===== config.mk =====
export PLATFORM = sky130hd
export DESIGN_NAME = alu_arbiter
export DESIGN_NICKNAME = d
export VERILOG_FILES = /design/src/rtl/alu_arbiter.sv
export SDC_FILE = /design/constraint.sdc
export NUM_CORES = 1
export LEC_CHECK = 0
export ABC_AREA = 1
export CAP_MARGIN = 5
export CORE_MARGIN = 1.5
export CORE_UTILIZATION = 45
export CTS_CLUSTER_DIAMETER = 200
export DETAILED_ROUTE_END_ITERATION = 12
export PLACE_DENSITY_LB_ADDON = 0.15
export SLEW_MARGIN = 20
export SYNTH_ARGS = -nofsm -noshare
export SYNTH_HDL_FRONTEND = slang
export SYNTH_SLANG_ARGS = --single-unit

===== constraint.sdc =====
create_clock -name clk -period 10.5 [get_ports clk]
set_clock_uncertainty 0.2 [all_clocks]
set_input_delay 2.1 -clock clk [delete_from_list [all_inputs] [get_ports clk]]
set_output_delay 2.1 -clock clk [all_outputs]
set_load 0.05 [all_outputs]

===== src/rtl/alu_arbiter.sv =====
// alu_arbiter: one single-cycle ALU shared by N_REQ requesters.
// Round-robin grant, optional short lock for back-to-back sequences, and one
// registered response channel with backpressure.
module alu_arbiter #(
  parameter  int N_REQ    = 2,
  parameter  int MAX_LOCK = 4,
  localparam int ID_W     = (N_REQ > 1) ? $clog2(N_REQ) : 1
) (
  input  logic                clk,
  input  logic                rst,
  input  logic [N_REQ-1:0]    req_valid,
  output logic [N_REQ-1:0]    req_ready,
  input  logic [N_REQ-1:0]    req_lock,
  input  logic [N_REQ*3-1:0]  req_aluop,
  input  logic [N_REQ*32-1:0] req_a,
  input  logic [N_REQ*32-1:0] req_b,
  output logic                rsp_valid,
  input  logic                rsp_ready,
  output logic [ID_W-1:0]     rsp_id,
  output logic [31:0]         rsp_f
);

  localparam int CNT_W = $clog2(MAX_LOCK);

  typedef enum logic [2:0] {
    OP_ADD, OP_SLL, OP_SRA, OP_SUB, OP_XOR, OP_SRL, OP_OR, OP_AND
  } alu_ops_t;

  typedef enum logic {ST_ARB, ST_LOCKED} state_t;

  state_t          state_q;
  logic [ID_W-1:0] rr_ptr_q;
  logic [ID_W-1:0] owner_q;
  logic [CNT_W-1:0] lock_cnt_q;
  logic            rsp_valid_q;
  logic [ID_W-1:0] rsp_id_q;
  logic [31:0]     rsp_f_q;

  alu_ops_t    op_arr [N_REQ];
  logic [31:0] a_arr  [N_REQ];
  logic [31:0] b_arr  [N_REQ];

  logic            can_accept;
  logic            arb_found;
  logic [ID_W-1:0] arb_idx;
  logic            sel_valid;
  logic [ID_W-1:0] sel_idx;
  logic            fire;
  logic [ID_W-1:0] rr_ptr_d;
  logic [31:0]     alu_f;
  alu_ops_t        alu_op;
  logic [31:0]     alu_a;
  logic [31:0]     alu_b;

  // Unpack the flat per-requester buses into indexable arrays
  genvar gi;
  generate
    for (gi = 0; gi < N_REQ; gi++) begin : g_unpack
      assign op_arr[gi] = alu_ops_t'(req_aluop[gi*3 +: 3]);
      assign a_arr[gi]  = req_a[gi*32 +: 32];
      assign b_arr[gi]  = req_b[gi*32 +: 32];
    end
  endgenerate

  assign can_accept = !rsp_valid_q || rsp_ready;

  // Round-robin search: first valid requester starting at rr_ptr
  always_comb begin
    arb_found = 1'b0;
    arb_idx   = '0;
    for (int k = 0; k < N_REQ; k++) begin
      int pos;
      pos = int'(rr_ptr_q) + k;
      if (pos >= N_REQ) pos = pos - N_REQ;
      if (!arb_found && req_valid[pos[ID_W-1:0]]) begin
        arb_found = 1'b1;
        arb_idx   = pos[ID_W-1:0];
      end
    end
  end

  // Pick the candidate (owner while locked) and drive a one-hot ready
  always_comb begin
    if (state_q == ST_LOCKED) begin
      sel_idx   = owner_q;
      sel_valid = req_valid[owner_q];
    end else begin
      sel_idx   = arb_idx;
      sel_valid = arb_found;
    end
    fire      = rst && can_accept && sel_valid;
    req_ready = '0;
    if (fire) req_ready[sel_idx] = 1'b1;
    rr_ptr_d  = (sel_idx == ID_W'(N_REQ - 1)) ? '0 : sel_idx + ID_W'(1);
  end

  // Single shared ALU fed by the selected requester's operands
  always_comb begin
    alu_op = op_arr[sel_idx];
    alu_a  = a_arr[sel_idx];
    alu_b  = b_arr[sel_idx];
    case (alu_op)
      OP_ADD:  alu_f = alu_a + alu_b;
      OP_SLL:  alu_f = alu_a << alu_b[4:0];
      OP_SRA:  alu_f = $unsigned($signed(alu_a) >>> alu_b[4:0]);
      OP_SUB:  alu_f = alu_a - alu_b;
      OP_XOR:  alu_f = alu_a ^ alu_b;
      OP_SRL:  alu_f = alu_a >> alu_b[4:0];
      OP_OR:   alu_f = alu_a | alu_b;
      OP_AND:  alu_f = alu_a & alu_b;
      default: alu_f = '0;
    endcase
  end

  // Response register, round-robin pointer and lock FSM
  always_ff @(posedge clk) begin
    if (!rst) begin
      rsp_valid_q <= 1'b0;
      rsp_id_q    <= '0;
      rsp_f_q     <= '0;
      rr_ptr_q    <= '0;
      state_q     <= ST_ARB;
      owner_q     <= '0;
      lock_cnt_q  <= '0;
    end else begin
      if (fire) begin
        rsp_valid_q <= 1'b1;
        rsp_id_q    <= sel_idx;
        rsp_f_q     <= alu_f;
        rr_ptr_q    <= rr_ptr_d;
      end else if (rsp_ready) begin
        rsp_valid_q <= 1'b0;
      end

      case (state_q)
        ST_ARB: begin
          if (fire && req_lock[sel_idx]) begin
            state_q    <= ST_LOCKED;
            owner_q    <= sel_idx;
            lock_cnt_q <= CNT_W'(1);
          end
        end
        ST_LOCKED: begin
          // The lock window runs out whether or not the owner uses it
          if (!req_lock[owner_q] || lock_cnt_q == CNT_W'(MAX_LOCK - 1)) begin
            state_q    <= ST_ARB;
            lock_cnt_q <= '0;
          end else begin
            lock_cnt_q <= lock_cnt_q + CNT_W'(1);
          end
        end
        default: state_q <= ST_ARB;
      endcase
    end
  end

  assign rsp_valid = rsp_valid_q;
  assign rsp_id    = rsp_id_q;
  assign rsp_f     = rsp_f_q;

  a_ready_onehot: assert property (@(posedge clk) $onehot0(req_ready));
  a_id_range:     assert property (@(posedge clk) disable iff (!rst) int'(rsp_id) < N_REQ);
  a_rsp_hold:     assert property (@(posedge clk) disable iff (!rst)
                    (rsp_valid && !rsp_ready) |=> ($stable(rsp_f) && $stable(rsp_id)));

endmodule


# Word-level counts from Yosys, hierarchy flattened
# Cells that the tools add are included.
# word_totals
out_inout_bits	36
word_cells	92
register_bits	39
inputBits	141
# classes
reduce_logical	13
magnitude_cmp	8
bitwise	5
n_addsub	7
shift	3
mux	40
eq_ne	9
# op_table
cell	n
case mux 32 bit (8 select lines)	1
2-to-1 mux 32 bit	6
adder 32 bit	1
AND 32 bit	1
OR 32 bit	1
<< shifter 32 x 5 -> 32 bit	1
>> shifter 32 x 5 -> 32 bit	1
>>> shifter 32 x 5 -> 32 bit	1
subtractor 32 bit	1
XOR 32 bit	1
2-to-1 mux 1 bit	24
equality test 3 bit, second input constant	4
2-to-1 mux 3 bit	3
less-than comparator 1 x 2 -> 1 bit, second input constant	4
equality test 3 x 2 -> 1 bit, second input constant	2
2-to-1 mux 2 bit	3
logical AND 1 bit	5
greater-or-equal comparator 2 bit, second input constant	2
case mux 2 bit (2 select lines)	1
equality test 3 x 1 -> 1 bit, second input constant	1
zero test 1 bit	3
zero test 3 bit	1
adder 1 x 1 -> 2 bit, second input constant	1
adder 2 x 1 -> 2 bit, second input constant	1
other kinds (13)	15

# Depth between registers and ports, before layout
# depth
ltp_word	15
depth_mapped	31
mapped_depth_nobuf	29

# Least setup slack after synthesis
# OpenSTA, ideal clock, no wires.
# synth_timing
path_kind	input to output
startpoint	in rst
endpoint	out req_ready[1]
t_arrival_ns	3.549
t_required_ns	8.200
path_stages	5
path_buffers	1
setup_slack_ns	4.651
cell_sequence	clkbuf_1 nand2_1 nor2_2 clkinv_1 nor2_1
# synth_between
elab_chain_cells	3
# synth_lines
element	line	text
start, declared	10	input logic rst,
logical AND 1 bit (2 in series)	91	fire = rst && can_accept && sel_valid;
2-to-1 mux 2 bit	93	if (fire) req_ready[sel_idx] = 1'b1;
end, declared	12	output logic [N_REQ-1:0] req_ready,
# Every way passes these cells.

# Worst setup path after layout
# layout_timing
startpoint	in req_valid[1]
endpoint	reg rsp_f_q[16] (netlist: rsp_f[16])
# layout_between
elab_chain_cells	13
elab_cells_between_ends	42
classes_between	add/sub: 2; eq/ne: 7; shift: 3; mux: 22; bitwise: 4; reduce/logical: 4
# layout_lines
element	line	text
start, declared	11	input logic [N_REQ-1:0] req_valid,
2-to-1 mux 1 bit (implied by the code) (2 in series)	75	if (!arb_found && req_valid[pos[ID_W-1:0]]) begin
2-to-1 mux 1 bit	75	
zero test 1 bit	75	
logical AND 1 bit	75	
2-to-1 mux 1 bit	75	
2-to-1 mux 1 bit	84	if (state_q == ST_LOCKED) begin
inverter 1 -> 2 bit (implied by the code)	99, 100, 101	
2-to-1 mux 32 bit (implied by the code), or another cell as far along (3 in series)	100	alu_a = a_arr[sel_idx];
subtractor 32 bit, or another cell as far along	106	OP_SUB: alu_f = alu_a - alu_b;
case mux 32 bit (8 select lines)	102	case (alu_op)
end signal, assigned	129	rsp_f_q <= alu_f;
end, declared	37	logic [31:0] rsp_f_q;
# Parallel ways exist; a longest one is shown, timed or not. The select of a mux whose other input is x is not followed.
# A chain may end at the register's enable or synchronous reset.

==> flow_summary.html <==
<table>
<tr><th>Metric</th><th>Value</th></tr>
<tr><th colspan="2">Status</th></tr>
<tr><td>Outcome</td><td>finished, final reports clean</td></tr>
<tr><th colspan="2">Setup path</th></tr>
<tr><td>CP Capture Type</td><td>flip-flop</td></tr>
<tr><td>R2r worst-path depth</td><td>19</td></tr>
<tr><td>Worst Path Max Fanout</td><td>72</td></tr>
<tr><td>Launch instance of the worst register-to-register path</td><td>state_q</td></tr>
<tr><td>Crit-path slowest cell</td><td>sky130_fd_sc_hd__buf_4</td></tr>
<tr><td>Kind of launch point of the worst setup path</td><td>input port</td></tr>
<tr><td>Data required time of the worst path</td><td>10.53 ns</td></tr>
<tr><td>Max incr delay on CP</td><td>0.66 ns</td></tr>
<tr><td>Cell-by-cell trace of the critical path</td><td>clkdlybuf4s50_1 &gt; inv_1 &gt; nor2_2 &gt; nand2_4 &gt; nand2_4 &gt; buf_4 &gt; nand2_1 &gt; nand2_1 &gt; nand3_2 &gt; nand2_1 &gt; xor2_1 &gt; ha_1 &gt; nand3_1 &gt; nand2_1 &gt; nand3_1 &gt; a21boi_0 &gt; a21oi_1 &gt; xnor2_1 &gt; a21oi_1 &gt; nand4_1 &gt; nand2_1 &gt; inv_1</td></tr>
<tr><td>Worst setup slack for register-to-register paths</td><td>4.30 ns</td></tr>
<tr><td>Category of the most critical setup path</td><td>in2reg</td></tr>
<tr><td>Most Frequent Cell on Critical Path</td><td>sky130_fd_sc_hd__nand2_1</td></tr>
<tr><td>Critical register-to-register path endpoint</td><td>rsp_f[16]</td></tr>
<tr><td>Critical Path AT</td><td>7.92 ns</td></tr>
<tr><th colspan="2">Logic synthesis</th></tr>
<tr><td>Net count after synthesis</td><td>2224</td></tr>
<tr><td>Synthesized area per cell</td><td>5.32 um2</td></tr>
<tr><td>Sequential area share after synthesis</td><td>7.39%</td></tr>
<tr><td>Most instantiated flip-flop cell in the synthesis netlist</td><td>sky130_fd_sc_hd__dfxtp_1</td></tr>
<tr><td>Number of enable-type register cells in the synthesized netlist</td><td>0</td></tr>
<tr><td>FF+latch count, synth</td><td>39</td></tr>
<tr><td>Cell accounting for the most synthesized area</td><td>sky130_fd_sc_hd__nand2_1</td></tr>
<tr><td>Number of warnings issued by yosys</td><td>0</td></tr>
<tr><td>Gate count after technology mapping</td><td>1987</td></tr>
<tr><td>Post-synth design cell area</td><td>0.0106 mm2</td></tr>
<tr><td>Post-synthesis async set-or-reset flop share</td><td>0%</td></tr>
<tr><td>Cell types with the largest area share after synthesis</td><td>sky130_fd_sc_hd__nand2_1, sky130_fd_sc_hd__nand3_1, sky130_fd_sc_hd__ha_1, sky130_fd_sc_hd__inv_1, sky130_fd_sc_hd__dfxtp_1</td></tr>
<tr><td>Top cell type's share of synthesized area</td><td>22.9%</td></tr>
<tr><td>Synth unique cells</td><td>54</td></tr>
<tr><th colspan="2">Routing</th></tr>
<tr><td>DRC violation count after routing</td><td>0</td></tr>
<tr><td>Post-route ant nets</td><td>0</td></tr>
<tr><td>Post-detailed-route wirelength per cell</td><td>20.9 um</td></tr>
<tr><td>DR vias/cell</td><td>5.90</td></tr>
<tr><td>DRT iter0 DRCs</td><td>2072</td></tr>
<tr><td>Detailed-routing iteration count for the pre-antenna-repair pass</td><td>7</td></tr>
<tr><td>Vias after detailed routing</td><td>14209</td></tr>
<tr><td>Total Wirelength</td><td>50.3 mm</td></tr>
<tr><th colspan="2">STA</th></tr>
<tr><td>Final number of max-transition violations</td><td>0</td></tr>
<tr><td>Hold Vio Cnt, Final</td><td>0</td></tr>
<tr><td>Setup repair after global routing missed its margin</td><td>no</td></tr>
<tr><td>Number of setup violations in the final report</td><td>0</td></tr>
<tr><td>Tightest hold margin</td><td>0.275 ns</td></tr>
<tr><td>Worst relative slew slack</td><td>28.8%</td></tr>
<tr><td>Setup TNS</td><td>0 ns</td></tr>
<tr><td>Post-layout worst setup margin</td><td>2.61 ns</td></tr>
<tr><td>Worst slew pin tran</td><td>1.06 ns</td></tr>
<tr><td>Achievable frequency</td><td>127 MHz</td></tr>
<tr><td>Min cycle time layout</td><td>7.89 ns</td></tr>
<tr><td>Tcrit/Tclk final</td><td>75.1%</td></tr>
<tr><th colspan="2">Clocking</th></tr>
<tr><td>Clock transition at the registers of the reported paths</td><td>0.06 ns</td></tr>
<tr><td>Total of cells resized after clock tree synthesis</td><td>0</td></tr>
<tr><td>Cell at the root of the clock tree</td><td>sky130_fd_sc_hd__clkbuf_16</td></tr>
<tr><td>Number of clock sinks</td><td>39</td></tr>
<tr><td>Number of buffers inserted by post-CTS setup repair</td><td>0</td></tr>
<tr><td>Maximum level of the CTS H-tree</td><td>2</td></tr>
<tr><td>Clock tree from TritonCTS</td><td>done</td></tr>
<tr><td>Maximum clock path buffer count</td><td>2</td></tr>
<tr><td>Clk_lat worst skew</td><td>0.28 ns</td></tr>
<tr><td>Count of hold-fix buffers inserted at cts</td><td>0</td></tr>
<tr><td>Cts bufs inserted</td><td>5</td></tr>
<tr><th colspan="2">Die</th></tr>
<tr><td>Initial standard-cell utilization of the core</td><td>46.3%</td></tr>
<tr><td>Die Footprint</td><td>0.0244 mm2</td></tr>
<tr><td>Number of placed I/O pins</td><td>177</td></tr>
<tr><td>Die boundary width</td><td>156 um</td></tr>
<tr><td>Placeable core region</td><td>0.0228 mm2</td></tr>
<tr><td>Height of the chip</td><td>156 um</td></tr>
<tr><td>Core Rows</td><td>55</td></tr>
<tr><th colspan="2">Power</th></tr>
<tr><td>Switching power</td><td>0.971 mW</td></tr>
<tr><td>Combinational fraction of design power</td><td>78.0%</td></tr>
<tr><td>Proportion of total power due to net switching</td><td>58.8%</td></tr>
<tr><td>Fraction of power consumed by the clock network</td><td>10.8%</td></tr>
<tr><td>Pint</td><td>0.680 mW</td></tr>
<tr><td>Sequential share of power</td><td>11.3%</td></tr>
<tr><td>P per Cell Area</td><td>131 mW/mm2</td></tr>
<tr><td>Static Leak</td><td>6.38 nW</td></tr>
<tr><td>Maximum vdd ir drop</td><td>0.000115 V</td></tr>
<tr><th colspan="2">Layout</th></tr>
<tr><td>Final net count</td><td>2329</td></tr>
<tr><td>Area growth syn-to-layout</td><td>18.9%</td></tr>
<tr><td>Area of all placed cells without fillers</td><td>0.0126 mm2</td></tr>
<tr><td>Share of cells above drive strength 1</td><td>4.01%</td></tr>
<tr><td>Non-filler instance count after layout</td><td>2407</td></tr>
<tr><th colspan="2">Worst hold path</th></tr>
<tr><td>Hold endpoint</td><td>rsp_f[1]</td></tr>
<tr><td>Type of the worst min-delay path</td><td>reg2reg</td></tr>
<tr><td>Hold Crit Depth</td><td>2</td></tr>
<tr><td>Worst Hold Launch</td><td>rsp_f[1]</td></tr>
<tr><th colspan="2">Placed design</th></tr>
<tr><td>Placed cell count</td><td>2398</td></tr>
<tr><td>Placement Setup Slack</td><td>2.11 ns</td></tr>
<tr><td>Routability cong.</td><td>1.07</td></tr>
<tr><td>Port bufs</td><td>176</td></tr>
<tr><td>Post-detail-place hpwl</td><td>40.3 mm</td></tr>
<tr><td>Post-placement cell area</td><td>0.0124 mm2</td></tr>
<tr><th colspan="2">GRT</th></tr>
<tr><td>Initial antenna violation count</td><td>3</td></tr>
<tr><td>Via count of the first global-routing pass</td><td>12963</td></tr>
<tr><td>All-Layer GR Usage</td><td>40.8%</td></tr>
<tr><td>Maximum number of pins on one net before global-route repair</td><td>73</td></tr>
<tr><td>Global-route wire length before repair</td><td>75.2 mm</td></tr>
<tr><td>GRT Residual Overflow</td><td>0</td></tr>
<tr><th colspan="2">Job</th></tr>
<tr><td>Max-cap violation count</td><td>0</td></tr>
</table>
state kept, by name (all words and copies together), names as in the netlist:
register,flops
lock_cnt_q,2
owner_q,1
rsp_valid,1
rsp_f,32
rsp_id,1
state_q,1
rr_ptr_q,1
metal layers:
layer / up-vias / routed length, um / track usage [%]
li1: 6729 / - / -
met1: 6409 / 19900 / 52.1
met2: 921 / 21000 / 62.2
met3: 150 / 6160 / 10.2
met4: 0 / 3290 / 23.9
met5: - / 0 / 0
kinds of logic (layout without fill, tap and decap cells):
family	count (synthesis)	count (layout)	synth area share, %
AOI/OAI and AO/OA	306	306	16.6
xor gates and xnor gates	47	47	3.89
adders and majority gates	96	96	11.4
buffers and inverters	319	425	12.4
DFF	39	39	7.39
other	0	1	0
and+or+nand+nor	1180	1180	48.3
power groups by stage:
stage | clock (mW) | combinational (mW) | sequential (mW)
6_report | 0.178 | 1.29 | 0.186
3_5_place_dp | 0 | 1.23 | 0.188
4_1_cts | 0.177 | 1.24 | 0.186
3_3_place_gp | 0 | 1.23 | 0.188
2_1_floorplan | 0 | 0.746 | 0.257
5_1_grt | 0.185 | 1.38 | 0.188
cell type report:
class | instances | area, um2
Sequential cell | 39 | 781
Clock inverter | 2 | 35.0
Inverter | 224 | 841
Multi-Input combinational cell | 1629 | 8490
Antenna cell | 1 | 2.50
Fill cell | 2521 | 10300
Timing Repair Buffer | 193 | 1890
Clock buffer | 6 | 139
Tap cell | 313 | 392
worst max path at each step:
stage                 start      endpoint  slack [ns]  cells past startpoint
2_1_floorplan           rst  req_ready[1]        4.65                      5
3_3_place_gp   req_valid[1]     rsp_f[16]        2.21                     22
3_5_place_dp   req_valid[1]     rsp_f[16]        2.11                     23
4_1_cts        req_valid[1]     rsp_f[16]        2.40                     23
5_1_grt        req_valid[1]     rsp_f[29]        2.25                     29
6_report       req_valid[1]     rsp_f[16]        2.61                     22
through the flow:
step	util, %	power, mW
CTS	55.0	1.60
detailed placement	54.2	1.42
global route	55.0	1.75
floorplan	-	1.00
finish	55.0	1.65
global placement	54.2	1.42
worst max-delay path: cells and delay by family:
family	cells	cell delay (ns)
buf+inv	4	1.23
xor+xnor	2	0.61
fa+ha+maj	1	0.39
compound gates	3	1.01
simple gates	12	2.46
Yosys cell counts, drive strengths merged, types with 2 or more instances:
master  count
o211ai      8
buf        62
inv       222
a31oi       9
nand3b     19
or2         7
o21bai      3
o31ai       2
a211oi      6
o21ai     144
nor3       13
a221oi      8
nor4        2
a21oi     104
clkbuf     33
o21a        5
dfxtp      39
nand4      23
nor2      140
ha         95
xor2       40
a21boi      4
xnor2       7
a22oi       6
clkinv      2
nand3     314
a21o        2
nand2     659
cell usage in the layout, fill, tap and decap left out, types with 12 or more instances in the layout:
cell type	instances
sky130_fd_sc_hd__inv_1	209
sky130_fd_sc_hd__nand2_2	13
sky130_fd_sc_hd__xor2_1	40
sky130_fd_sc_hd__nand3_1	311
sky130_fd_sc_hd__nand2_1	644
sky130_fd_sc_hd__ha_1	95
sky130_fd_sc_hd__inv_2	12
sky130_fd_sc_hd__nand3b_1	19
sky130_fd_sc_hd__o21ai_1	49
sky130_fd_sc_hd__nor3_1	13
sky130_fd_sc_hd__clkdlybuf4s50_1	176
sky130_fd_sc_hd__dfxtp_1	39
sky130_fd_sc_hd__a21oi_1	102
sky130_fd_sc_hd__buf_4	17
sky130_fd_sc_hd__nor2_1	130
sky130_fd_sc_hd__nand4_1	23
sky130_fd_sc_hd__o21ai_0	83
No activity file was read; power rests on OpenSTA's default activity.
